**src/rtl/mmio_periph.sv**
```systemverilog
// mmio_periph: memory-mapped I/O window holding the HEX/LEDR/LEDG output
// registers, debounced KEY/SW inputs with sticky status, and a tick timer.

// Synchronise and debounce a vector of asynchronous inputs.
// upd pulses on the edge where the debounced value changes.
module mmio_debounce #(
    parameter int W            = 4,
    parameter int DEBOUNCE_CYC = 500000
) (
    input  logic         clk,
    input  logic         reset,
    input  logic [W-1:0] din,
    output logic [W-1:0] dout,
    output logic         upd
);
    localparam int CW = (DEBOUNCE_CYC > 1) ? $clog2(DEBOUNCE_CYC) : 1;

    logic [W-1:0]  sync1, sync2, prev, deb;
    logic [CW-1:0] cnt, cnt_next;

    // Stability count: restart on any change or when already settled; update
    // the debounced value on the edge that would bring the count to its limit.
    always_comb begin
        // NOTE: every output of a combinational block gets a default first so
        // no path leaves it unassigned, which would infer a latch.
        cnt_next = '0;
        upd      = 1'b0;
        if ((sync2 == prev) && (sync2 != deb))
            cnt_next = cnt + 1'b1;
        if ((sync2 != deb) && (cnt_next == CW'(DEBOUNCE_CYC - 1)))
            upd = 1'b1;
    end

    // Two-flop synchroniser, change detector and debounced value.
    always_ff @(posedge clk or posedge reset) begin
        // NOTE: state is updated with non-blocking assignments so every flop
        // samples pre-edge values regardless of statement order.
        if (reset) begin
            sync1 <= '0;
            sync2 <= '0;
            prev  <= '0;
            deb   <= '0;
            cnt   <= '0;
        end else begin
            sync1 <= din;
            sync2 <= sync1;
            prev  <= sync2;
            if (upd) begin
                deb <= sync2;
                cnt <= '0;
            end else begin
                cnt <= cnt_next;
            end
        end
    end

    assign dout = deb;
endmodule

module mmio_periph #(
    parameter int              DBITS        = 32,
    parameter logic [DBITS-1:0] BASE        = 32'hF0000000,
    parameter int              NHEX         = 4,
    parameter logic [4*NHEX-1:0] HEXRESET   = 16'hDEAD,
    parameter int              NLEDR        = 10,
    parameter int              NLEDG        = 8,
    parameter int              NKEY         = 4,
    parameter int              NSW          = 10,
    parameter int              DEBOUNCE_CYC = 500000,
    parameter int              TICKCYC      = 50000
) (
    input  logic              clk,
    input  logic              reset,
    input  logic [DBITS-1:0]  addr,
    input  logic [DBITS-1:0]  wdata,
    input  logic              we,
    input  logic              re,
    output logic [DBITS-1:0]  rdata,
    output logic              hit,
    input  logic [NKEY-1:0]   key_n,
    input  logic [NSW-1:0]    sw,
    output logic [4*NHEX-1:0] hex,
    output logic [NLEDR-1:0]  ledr,
    output logic [NLEDG-1:0]  ledg
);
    localparam int PW = (TICKCYC > 1) ? $clog2(TICKCYC) : 1;

    localparam logic [11:0] OFF_HEX   = 12'h000;
    localparam logic [11:0] OFF_LEDR  = 12'h004;
    localparam logic [11:0] OFF_LEDG  = 12'h008;
    localparam logic [11:0] OFF_KDATA = 12'h010;
    localparam logic [11:0] OFF_SDATA = 12'h014;
    localparam logic [11:0] OFF_KCTRL = 12'h018;
    localparam logic [11:0] OFF_SCTRL = 12'h01C;
    localparam logic [11:0] OFF_TCNT  = 12'h020;
    localparam logic [11:0] OFF_TLIM  = 12'h024;
    localparam logic [11:0] OFF_TCTRL = 12'h028;

    logic [11:0]      off;
    logic             wr, rd;
    logic [NKEY-1:0]  kdata;
    logic [NSW-1:0]   sdata;
    logic             k_upd, s_upd;
    logic [1:0]       kst, sst, tst;  // {overrun, ready}
    logic [DBITS-1:0] tcnt, tlim;
    logic [PW-1:0]    presc;
    logic             tick, tcnt_wr, t_set;

    assign hit = (addr[DBITS-1:12] == BASE[DBITS-1:12]);
    assign off = addr[11:0];
    assign wr  = we & hit;
    assign rd  = re & hit;

    mmio_debounce #(.W(NKEY), .DEBOUNCE_CYC(DEBOUNCE_CYC)) u_key_db (
        .clk(clk), .reset(reset), .din(~key_n), .dout(kdata), .upd(k_upd)
    );

    mmio_debounce #(.W(NSW), .DEBOUNCE_CYC(DEBOUNCE_CYC)) u_sw_db (
        .clk(clk), .reset(reset), .din(sw), .dout(sdata), .upd(s_upd)
    );

    // Sticky {overrun, ready}: a set beats any clear in the same cycle.
    function automatic logic [1:0] status_next(input logic [1:0] cur, input logic set,
                                               input logic clr_rdy, input logic clr_ovr);
        if (set)
            return {cur[1] | cur[0], 1'b1};
        return {cur[1] & ~clr_ovr, cur[0] & ~clr_rdy};
    endfunction

    assign tick    = (presc == PW'(TICKCYC - 1));
    assign tcnt_wr = wr && (off == OFF_TCNT);
    assign t_set   = tick && !tcnt_wr && (tlim != '0) && (tcnt == tlim - 1'b1);

    // Output registers written from the bus.
    always_ff @(posedge clk or posedge reset) begin
        if (reset) begin
            hex  <= HEXRESET;
            ledr <= '0;
            ledg <= '0;
        end else if (wr) begin
            if (off == OFF_HEX)  hex  <= wdata[4*NHEX-1:0];
            if (off == OFF_LEDR) ledr <= wdata[NLEDR-1:0];
            if (off == OFF_LEDG) ledg <= wdata[NLEDG-1:0];
        end
    end

    // Status bits for the key, switch and timer groups.
    always_ff @(posedge clk or posedge reset) begin
        if (reset) begin
            kst <= '0;
            sst <= '0;
            tst <= '0;
        end else begin
            kst <= status_next(kst, k_upd,
                               (rd && off == OFF_KDATA) || (wr && off == OFF_KCTRL && !wdata[0]),
                               wr && off == OFF_KCTRL && !wdata[1]);
            sst <= status_next(sst, s_upd,
                               (rd && off == OFF_SDATA) || (wr && off == OFF_SCTRL && !wdata[0]),
                               wr && off == OFF_SCTRL && !wdata[1]);
            tst <= status_next(tst, t_set,
                               wr && off == OFF_TCTRL && !wdata[0],
                               wr && off == OFF_TCTRL && !wdata[1]);
        end
    end

    // Prescaler, count and limit; a count write overrides a same-cycle tick.
    always_ff @(posedge clk or posedge reset) begin
        if (reset) begin
            presc <= '0;
            tcnt  <= '0;
            tlim  <= '0;
        end else begin
            if (wr && off == OFF_TLIM)
                tlim <= wdata;
            if (tcnt_wr) begin
                tcnt  <= wdata;
                presc <= '0;
            end else if (tick) begin
                presc <= '0;
                tcnt  <= t_set ? '0 : tcnt + 1'b1;
            end else begin
                presc <= presc + 1'b1;
            end
        end
    end

    // Combinational read mux; silent outside the window so it can be OR-ed.
    always_comb begin
        rdata = '0;
        if (hit) begin
            case (off)
                OFF_HEX:   rdata = DBITS'(hex);
                OFF_LEDR:  rdata = DBITS'(ledr);
                OFF_LEDG:  rdata = DBITS'(ledg);
                OFF_KDATA: rdata = DBITS'(kdata);
                OFF_SDATA: rdata = DBITS'(sdata);
                OFF_KCTRL: rdata = DBITS'(kst);
                OFF_SCTRL: rdata = DBITS'(sst);
                OFF_TCNT:  rdata = tcnt;
                OFF_TLIM:  rdata = tlim;
                OFF_TCTRL: rdata = DBITS'(tst);
                default:   rdata = DBITS'(32'hDEADBEEF);
            endcase
        end
    end
endmodule

```
**config.mk**
```make
export PLATFORM = sky130hd
export DESIGN_NAME = mmio_periph
export DESIGN_NICKNAME = d
export VERILOG_FILES = /design/src/rtl/mmio_periph.sv
export SDC_FILE = /design/constraint.sdc
export NUM_CORES = 1
export LEC_CHECK = 0
export CORE_UTILIZATION = 55
export DETAILED_ROUTE_END_ITERATION = 6
export PLACE_DENSITY = 0.79
export SYNTH_ARGS = -nofsm -noshare
export SYNTH_HDL_FRONTEND = slang
export SYNTH_SLANG_ARGS = --single-unit
```
**constraint.sdc**
```tcl
create_clock -name clk -period 9.8 [get_ports clk]
set_clock_uncertainty 0.2 [all_clocks]
set_input_delay 1.96 -clock clk [delete_from_list [all_inputs] [get_ports clk]]
set_output_delay 1.96 -clock clk [all_outputs]
set_load 0.05 [all_outputs]
```
* After elaboration in Yosys (flattened, before gate mapping)
Cells that the tools add are included.
** Storage, ports and cells
- Output and inout bits :: 67
- Register bits after elaboration :: 214
- Bits of input ports :: 82
- Word-level logic and storage cells :: 113
** Operators by class
- Bitwise logic cells :: 18
- $add $sub $neg :: 5
- Mux-type cells :: 22
- Reductions and logical operators :: 31
- Equal/unequal tests :: 18
** Operator list (count)
- $pmux 32 s10 :: 1
- $mux 32 :: 4
- $mux 19 :: 4
- $eq 12x5->1 const B :: 4
- $add 19x1->19 const B :: 2
- $eq 19x19->1 const B :: 2
- $eq 12x6->1 const B :: 3
- $add 32x1->32 const B :: 1
- $eq 32x32->1 :: 1
- $mux 16 :: 2
- $reduce_bool 32->1 :: 1
- $sub 32x1->32 const B :: 1
- $eq 20x20->1 const B :: 1
- $logic_and 1x1->1 :: 20
- $add 16x1->16 const B :: 1
- $eq 16x16->1 const B :: 1
- $eq 12x3->1 const B :: 1
- $eq 12x4->1 const B :: 1
- $logic_not 12->1 :: 1
- $mux 2 :: 6
- $eq 10x10->1 :: 1
- $ne 10x10->1 :: 1
- $and 1x1->1 :: 8
- $not 1->1 :: 6
- other kinds (9) :: 20

* Longest topological paths before layout
- Word-level depth :: 10
- Gate-level depth with buffers :: 14
- Depth with buffers taken out :: 11

* Hierarchy
A second synthesis with hierarchy kept.
** Unflattened totals
- Cells, all modules :: 1253
- Area, all modules :: 12344.3 um2
** By module, submodules not included
- mmio_periph :: seq. area each 3016.6 um2, area each 8117.8 um2, instances 1, cells each 910
- mmio_debounce at u_sw_db :: seq. area each 1476.4 um2, area each 2603.7 um2, instances 1, cells each 200
- mmio_debounce at u_key_db :: seq. area each 875.8 um2, area each 1622.8 um2, instances 1, cells each 143

* Worst setup path before layout
OpenSTA, ideal clock, no wires.
- Path type :: input-to-output
- From :: input port addr[9]
- To :: output port rdata[6]
- Data required time :: 7640 ps
- Slack :: 3079 ps
- Path buffers :: 1
- Data arrival time :: 4561 ps
- Stages on the path :: 7
- Path through :: nor4_1 > nand2_1 > or3_1 > nor3_1 > clkbuf_1 > nand2_1 > a31oi_1
** Between the ends
- Word-level cells in the longest chain between the ends :: 3
- Elaborated cells on any way between the ends :: 12
- Those cells by class :: eq/ne (9); mux (2); reduce/logical (1)
** RTL lines
- start: declaration :: line 74 : input logic [DBITS-1:0] addr,
- $eq 12x6->1, or another cell as far along :: line 191 : case (off)
- $pmux 32 s10 (*) :: line 191
- $mux 32 (*) :: line 190 : if (hit) begin
- end: declaration :: line 78 : output logic [DBITS-1:0] rdata,
Every way passes the cells marked *; elsewhere a longest branch is shown, timed or not.

* Worst setup path in the final report
- From :: input port addr[9]
- To :: output port rdata[3]
The elaborated chain is that of the path after synthesis.

==> implementation parameters <==
Parameter                              Value

Route
  Count of nets left with antenna violations after detail routing    0
  Vias after detailed routing    10,040
  DRT iter0 DRCs    834
  Iteration count of the initial detailed-routing pass    6
  DRC violations left    0
  Final routed wirelength across all metal layers    30,290 um
  Routed wirelength normalized by instance count    18.39 um
  Via count normalized by instance count    6.094

Setup path
  Data arrival, critical path    5650 ps
  Maximum fanout count along the critical path    10
  Worst r2r path cells    9
  Required arrival time at the worst endpoint    7640 ps
  Critical setup path kind    primary input to primary output
  Register-to-register path setup slack    5960 ps
  Worst setup SP type    primary input
  Endpoint of the worst register-to-register path    tcnt[0]
  Launch point of the worst path    addr[9]
  Critical Path End Type    primary output
  Startpoint of the worst-slack reg-to-reg timing path    tlim[4]

Cells and area
  Final cell count without fillers    1,647
  Synthesis-to-layout area growth    19.66%
  Antenna diode count    0
  Layout Utilization    0.6753
  Filler instances    1,689
  Ratio of cells with drive above 1 in the final layout    0.1290
  Multi-input gate area in the final layout    6135 um^2
  FF/Latch Area    5369 um^2
  Net total in the final layout    1,442

Global route
  Number of global-route vias before repair    9,634
  Antenna violations before repair    0
  GRT overflow    0
  Pin count of the biggest net entering global routing    136
  Wire length of the first global-routing pass    48,820 um
  Aggregate global-route resource usage    0.2737

Yosys
  Post-synthesis instance total    1,255
  Yosys warns    0
  Sequential-to-total area share from yosys stat    0.4497
  Share of the synthesized area in the top cell type    0.4255
  Most instantiated library cell after synthesis    dfrtp_1
  Share of synthesized cell area in full adder, half adder and majority cells    0.006289
  Dominant combinational cell family by area after synthesis    simple AND/OR/NAND/NOR gates
  Cells taking the most area after synthesis    dfrtp_1, mux2_2, nor2_1
  Count of different cell masters after synthesis    69
  Post-synthesis share of cell area spent on xor and xnor gates    0.08877
  Share of cell area taken by muxes after synthesis    0.08615
  Number of enable flip-flop cells after synthesis    0
  Synth Cell Area    11,940 um^2
  Simple-Gate Fraction of Synth Area    0.2241
  Post-synth net total    1,343
  Post-synthesis average cell area    9.512 um^2
  Fraction of registers with async set/reset    1.000
  Cell type with the highest aggregate area in the netlist    dfrtp_1
  Number of synthesized register bits    214
  Complex-gate fraction of the synthesized area    0.1065
  List of most frequent post-synthesis cells    dfrtp_1, nor2_1, nand2_1, mux2_2
  Most used flip-flop cell after synthesis    dfrtp_1

CTS
  Clk sink count    214
  Resized Gates After CTS    0
  Clock input transition at the sequential cells of the worst setup and hold paths    60 ps
  Buffer depth of the longest clock path    3
  Root Buffer    clkbuf_16
  Number of buffers created by CTS    24
  CTS H-Tree Depth    1
  Source-to-sink clock delay at the later pin of the worst-skew pair    520 ps
  Post-CTS Setup Repair Bufs    0
  TritonCTS clock tree    done
  Hold buffers post-CTS    0

Min path
  Class of the worst hold path    flip-flop to flip-flop
  Hold Path Depth    0
  Startpoint of the most critical hold path    u_sw_db.sync1[0]
  Hold path endpoint    u_sw_db.sync2[0]

Timing
  Total count of hold-check failures in the final report    0
  Headroom to the max-slew limit    0.2523
  Fraction of the cycle the final worst path needs    0.7969
  Summed negative setup slack over all endpoints    0 ps
  Number of slew-limit violations in the final report    0
  Shortest period the worst path allows    7809 ps
  Number of endpoints failing setup at the final stage    0
  Max frequency    128.1 MHz
  Tightest Pin Transition    1115 ps
  Unrepaired setup endpoints after global routing    no

Floorplan
  Die ar.    22,300 um^2
  I/O pin total    149
  Die height    149.3 um
  Core Rows    53
  Placeable core area    21,150 um^2
  Die Width    149.3 um
  Effective utilization at floorplan    0.5643

Placement
  Total instance count after detailed placement    1,603
  HPWL after detailed placement    20,680 um
  # port buffers    148
  Routability Congestion    0.9022

Job
  Max_cap viols    0

Power and ir drop
  Leakage power total    6.025 nW
  Total power    1.863 mW
  Power density over the cells    130.4 nW/um^2
  Max VDD drop    0.1595 mV

Outcome
  Run status    complete, no violations
## worst max-delay path by stage
| stage | endpoint | slack (ps) | cells after the start |
|---|---|---|---|
| final | rdata[3] | 1990 | 8 |
| after global routing | rdata[3] | 1870 | 8 |
| after CTS | rdata[14] | 2080 | 8 |
| after detailed placement | rdata[3] | 2090 | 8 |
| after global placement | rdata[3] | 2240 | 8 |
| after floorplan | hex[13] | 1810 | 1 |
## metal layers
layer	routed length [um]	global-route usage	up-vias
li1	-	-	4690
met1	13060	0.3728	4919
met2	14620	0.4551	367
met3	1898	0.03609	60
met4	717	0.08265	0
met5	0	0	-
## power by group
part	internal [mW]	switching [mW]	total (mW)
logic	0.0367	0.0354	0.0721
registers	0.893	0.00647	0.899
clock network	0.530	0.361	0.891
total	1.46	0.403	1.86
## metrics by stage
step                setup slack, ps  area (um^2)  hold slack [ps]
floorplan                      1807        11940            131.2
global placement               2237        13500            132.1
detailed placement             2089        13500            135.5
CTS                            2083        14290            146.2
global route                   1870        14290            152.0
finish                         1991        14290            139.7
## worst max-delay path, cell delays in order
cell and delay, ps:
clkdlybuf4s50_1 400, nor4_1 520, nand2_1 270, or3_1 430, nor2_1 690, a222oi_1 200, a31oi_1 320, clkdlybuf4s50_1 860
## layout make-up
| type | count | area share |
|---|---|---|
| Multi-Input combinational cell | 933 | 0.4294 |
| Sequential cell | 214 | 0.3758 |
| Timing Repair Buffer | 158 | 0.1090 |
| Clock buffer | 32 | 0.04633 |
| Tap cell | 275 | 0.02409 |
| Clock inverter | 12 | 0.008759 |
| Inverter | 23 | 0.006569 |
## placed cells by master (no fill, tap or decap), types with 6 or more instances in the layout
| master | synthesis | routed |
|---|---|---|
| dfrtp_1 | 203 | 203 |
| nor2_1 | 175 | 175 |
| clkdlybuf4s50_1 | 0 | 148 |
| nand2_1 | 114 | 113 |
| mux2_2 | 82 | 82 |
| xnor2_1 | 67 | 67 |
| a21oi_1 | 59 | 59 |
| xor2_1 | 54 | 54 |
| nand3_1 | 45 | 45 |
| or3_1 | 29 | 29 |
| nor3_1 | 30 | 28 |
| nand4_1 | 27 | 27 |
| nor4_1 | 25 | 25 |
| a221oi_1 | 25 | 25 |
| clkbuf_16 | 0 | 25 |
| inv_1 | 23 | 22 |
| and3_1 | 21 | 21 |
| or4_1 | 15 | 15 |
| o21ai_0 | 15 | 15 |
| a222oi_1 | 12 | 12 |
| a31oi_1 | 11 | 11 |
| a22oi_1 | 11 | 11 |
| dfstp_2 | 11 | 11 |
| buf_4 | 3 | 10 |
| o211ai_1 | 7 | 7 |
| a211oi_1 | 7 | 7 |
| or2_2 | 7 | 7 |
| mux2i_1 | 6 | 6 |
| ha_1 | 6 | 6 |
| clkbuf_1 | 67 | 6 |
| clkinv_2 | 0 | 6 |
## sequential cells by signal, indices dropped and copies added, names as in the netlist, 10 cells and up
signal / count
hex: 16
ledr: 10
presc: 16
tcnt: 32
tlim: 32
u_key_db.cnt: 19
u_sw_db.cnt: 19
u_sw_db.dout: 10
u_sw_db.prev: 10
u_sw_db.sync1: 10
u_sw_db.sync2: 10
## cell families (layout without fill, tap and decap cells)
group / after synthesis / after routing
AO/OA/AOI/OAI: 182 / 182
XOR/XNOR: 121 / 121
adder cells (fa/ha/maj): 6 / 6
buffers and inverters: 108 / 225
flip-flops: 214 / 214
multiplexers: 90 / 90
AND/OR/NAND/NOR: 534 / 534
Note: power is estimated with default switching activity, not from simulation.
==> RTL change, RTL diff (config.mk and constraints unchanged) <==
Make the reset (`reset`) synchronous in 4 clocked blocks. Comments in the files are not updated.
--- a/src/rtl/mmio_periph.sv
+++ b/src/rtl/mmio_periph.sv
@@ -32,7 +32,7 @@
     end
 
     // Two-flop synchroniser, change detector and debounced value.
-    always_ff @(posedge clk or posedge reset) begin
+    always_ff @(posedge clk) begin
         // NOTE: state is updated with non-blocking assignments so every flop
         // samples pre-edge values regardless of statement order.
         if (reset) begin
@@ -132,7 +132,7 @@
     assign t_set   = tick && !tcnt_wr && (tlim != '0) && (tcnt == tlim - 1'b1);
 
     // Output registers written from the bus.
-    always_ff @(posedge clk or posedge reset) begin
+    always_ff @(posedge clk) begin
         if (reset) begin
             hex  <= HEXRESET;
             ledr <= '0;
@@ -145,7 +145,7 @@
     end
 
     // Status bits for the key, switch and timer groups.
-    always_ff @(posedge clk or posedge reset) begin
+    always_ff @(posedge clk) begin
         if (reset) begin
             kst <= '0;
             sst <= '0;
@@ -164,7 +164,7 @@
     end
 
     // Prescaler, count and limit; a count write overrides a same-cycle tick.
-    always_ff @(posedge clk or posedge reset) begin
+    always_ff @(posedge clk) begin
         if (reset) begin
             presc <= '0;
             tcnt  <= '0;
Function: differs if reset is asserted again (counterexample within 4 cycles, from zero or initial values and one cycle with reset high); with reset held inactive, the same outputs for 4 cycles.
==> RTL change against the original RTL <==
Worst setup slack got worse by 0.47 ns; register-to-register slack got worse by 1.0 ns; via count is 13% higher; sequential power shrank 1%; area after synthesis shrank 3.9%; critical endpoint is now rdata[4]; wire length up 12%; final area is 2.7% lower; power rose by 5.5%; highest routed layer unchanged; first-iteration DRC count up 42%; sequential cell count unchanged.
==> RTL change: results (changes against the original RTL) <==
Via density 6.10 (+0.11%); first-pass GRT wire length 54400 um (+11%); Min-Delay Endpoint u_sw_db.sync2[2]; CP arrival 6.12 ns (+0.47 ns); VDD IR max 118 uV (-26%); Crit Reg-Reg Startpoint tlim[0]; pre-CTS WS 1.64 ns (-0.450 ns); status finished clean; per-cell routed wire length 18.1 um (-1.3%); Critical Path Source addr[18]; Worst path max stage delay 1.05 ns (+0.19 ns); R2R depth 11 (+2); layout cells sized above 1 0.0545 (-0.0745); Slowest cell on crit path or4_1; Area contributors post-synth dfxtp_1, nand2_1, nor2_1; initial drt markers 1181 (+42%); worst-margin pin slew 1.16 ns (+0.0404 ns); mux share of post-synthesis cell area 0.0160 (-0.0701); fraction of the mapped netlist area in adder cells 0.00654 (+0.000256); Synth Area in Compound Gates 0.157 (+0.0500); Yosys cell types 79 (+14%); DRT Pass-1 Iters 5 (-1); Leak 0.00491 uW (-18%); FF-to-FF End tcnt[6]; RD Place Congestion 0.928 (+2.9%); post-synthesis xor/xnor area fraction 0.0870 (-0.00173); Worst Hold Path Cells 1 (+1); largest net degree at the start of global routing 76 (-44%); post-synthesis sequential area ratio 0.373 (-0.0763); ys async rst share 0 (-1.00); r2r setup slk 4.91 ns (-1.05 ns); Final #Nets 1665 (+15%); Total GRT Usage 0.311 (+0.0374); Post-Syn Nets 1577 (+17%); hold path start u_sw_db.sync1[2]; Main synth FF type dfxtp_1; Crit Path Max Fanout 25 (+15); Commonest cells post-synth nand2_1, dfxtp_1, nor2_1; vias in the first global route 10520 (+9.2%); Placed Area 13000 um2 (-3.6%); Fill cells 1702 (+0.77%)
==> RTL change: cell count changes after synthesis, sizes merged, moves of 16 or more <==
cell,change
nor2b,+41
a21oi,+55
nand2,+113
mux2,-79
dfrtp,-203
dfxtp,+214
nor3,+16
clkbuf,+20
==> RTL change: report_power, final <==
part	internal, uW	total (uW)	switching (uW)
clock	598	988	390
combinational	47.8	88.2	40.4
sequential	880	889	9.21
total	1530	1970	440
==> RTL change: routing by layer <==
metal	GRT usage	vias to the layer above	wire, um
met5	0	-	0
met4	0.118	0	1140
met3	0.0525	82	3280
met2	0.499	562	15400
met1	0.418	5346	14100
li1	-	5387	-
==> RTL change: cell type report <==
cell class,count,area (um2),area share
timing repair buffer,165,1610,0.116
inverter,23,86.3,0.00621
clock buffer,25,614,0.0442
clock inverter,19,267,0.0192
multi-input combinational,1149,6700,0.482
sequential,214,4280,0.308
tap,270,338,0.0243
==> RTL change: logic make-up (layout without fill, tap and decap cells) <==
| kind of cell | Yosys count | in the layout |
|---|---|---|
| buffers and inverters | 126 | 232 |
| DFF | 214 | 214 |
| AOI/OAI and AO/OA | 276 | 276 |
| adders and majority gates | 6 | 6 |
| xor gates and xnor gates | 114 | 114 |
| muxes | 18 | 18 |
| and+or+nand+nor | 735 | 735 |
==> RTL change: how the worst max path moves through the flow <==
stage                          end  slack (ns)
after floorplan           rdata[4]        2.81
after global placement    rdata[4]        1.66
after detailed placement  rdata[4]        1.64
after CTS                 rdata[4]        1.61
after global routing      rdata[4]        1.38
final                     rdata[4]        1.52
==> RTL change: metrics by stage <==
stage | cells | util
final | 1865 | 0.682
after global routing | 1865 | 0.682
after CTS | 1865 | 0.682
after detailed placement | 1821 | 0.639
after floorplan | 1489 | -
after global placement | 1821 | 0.639
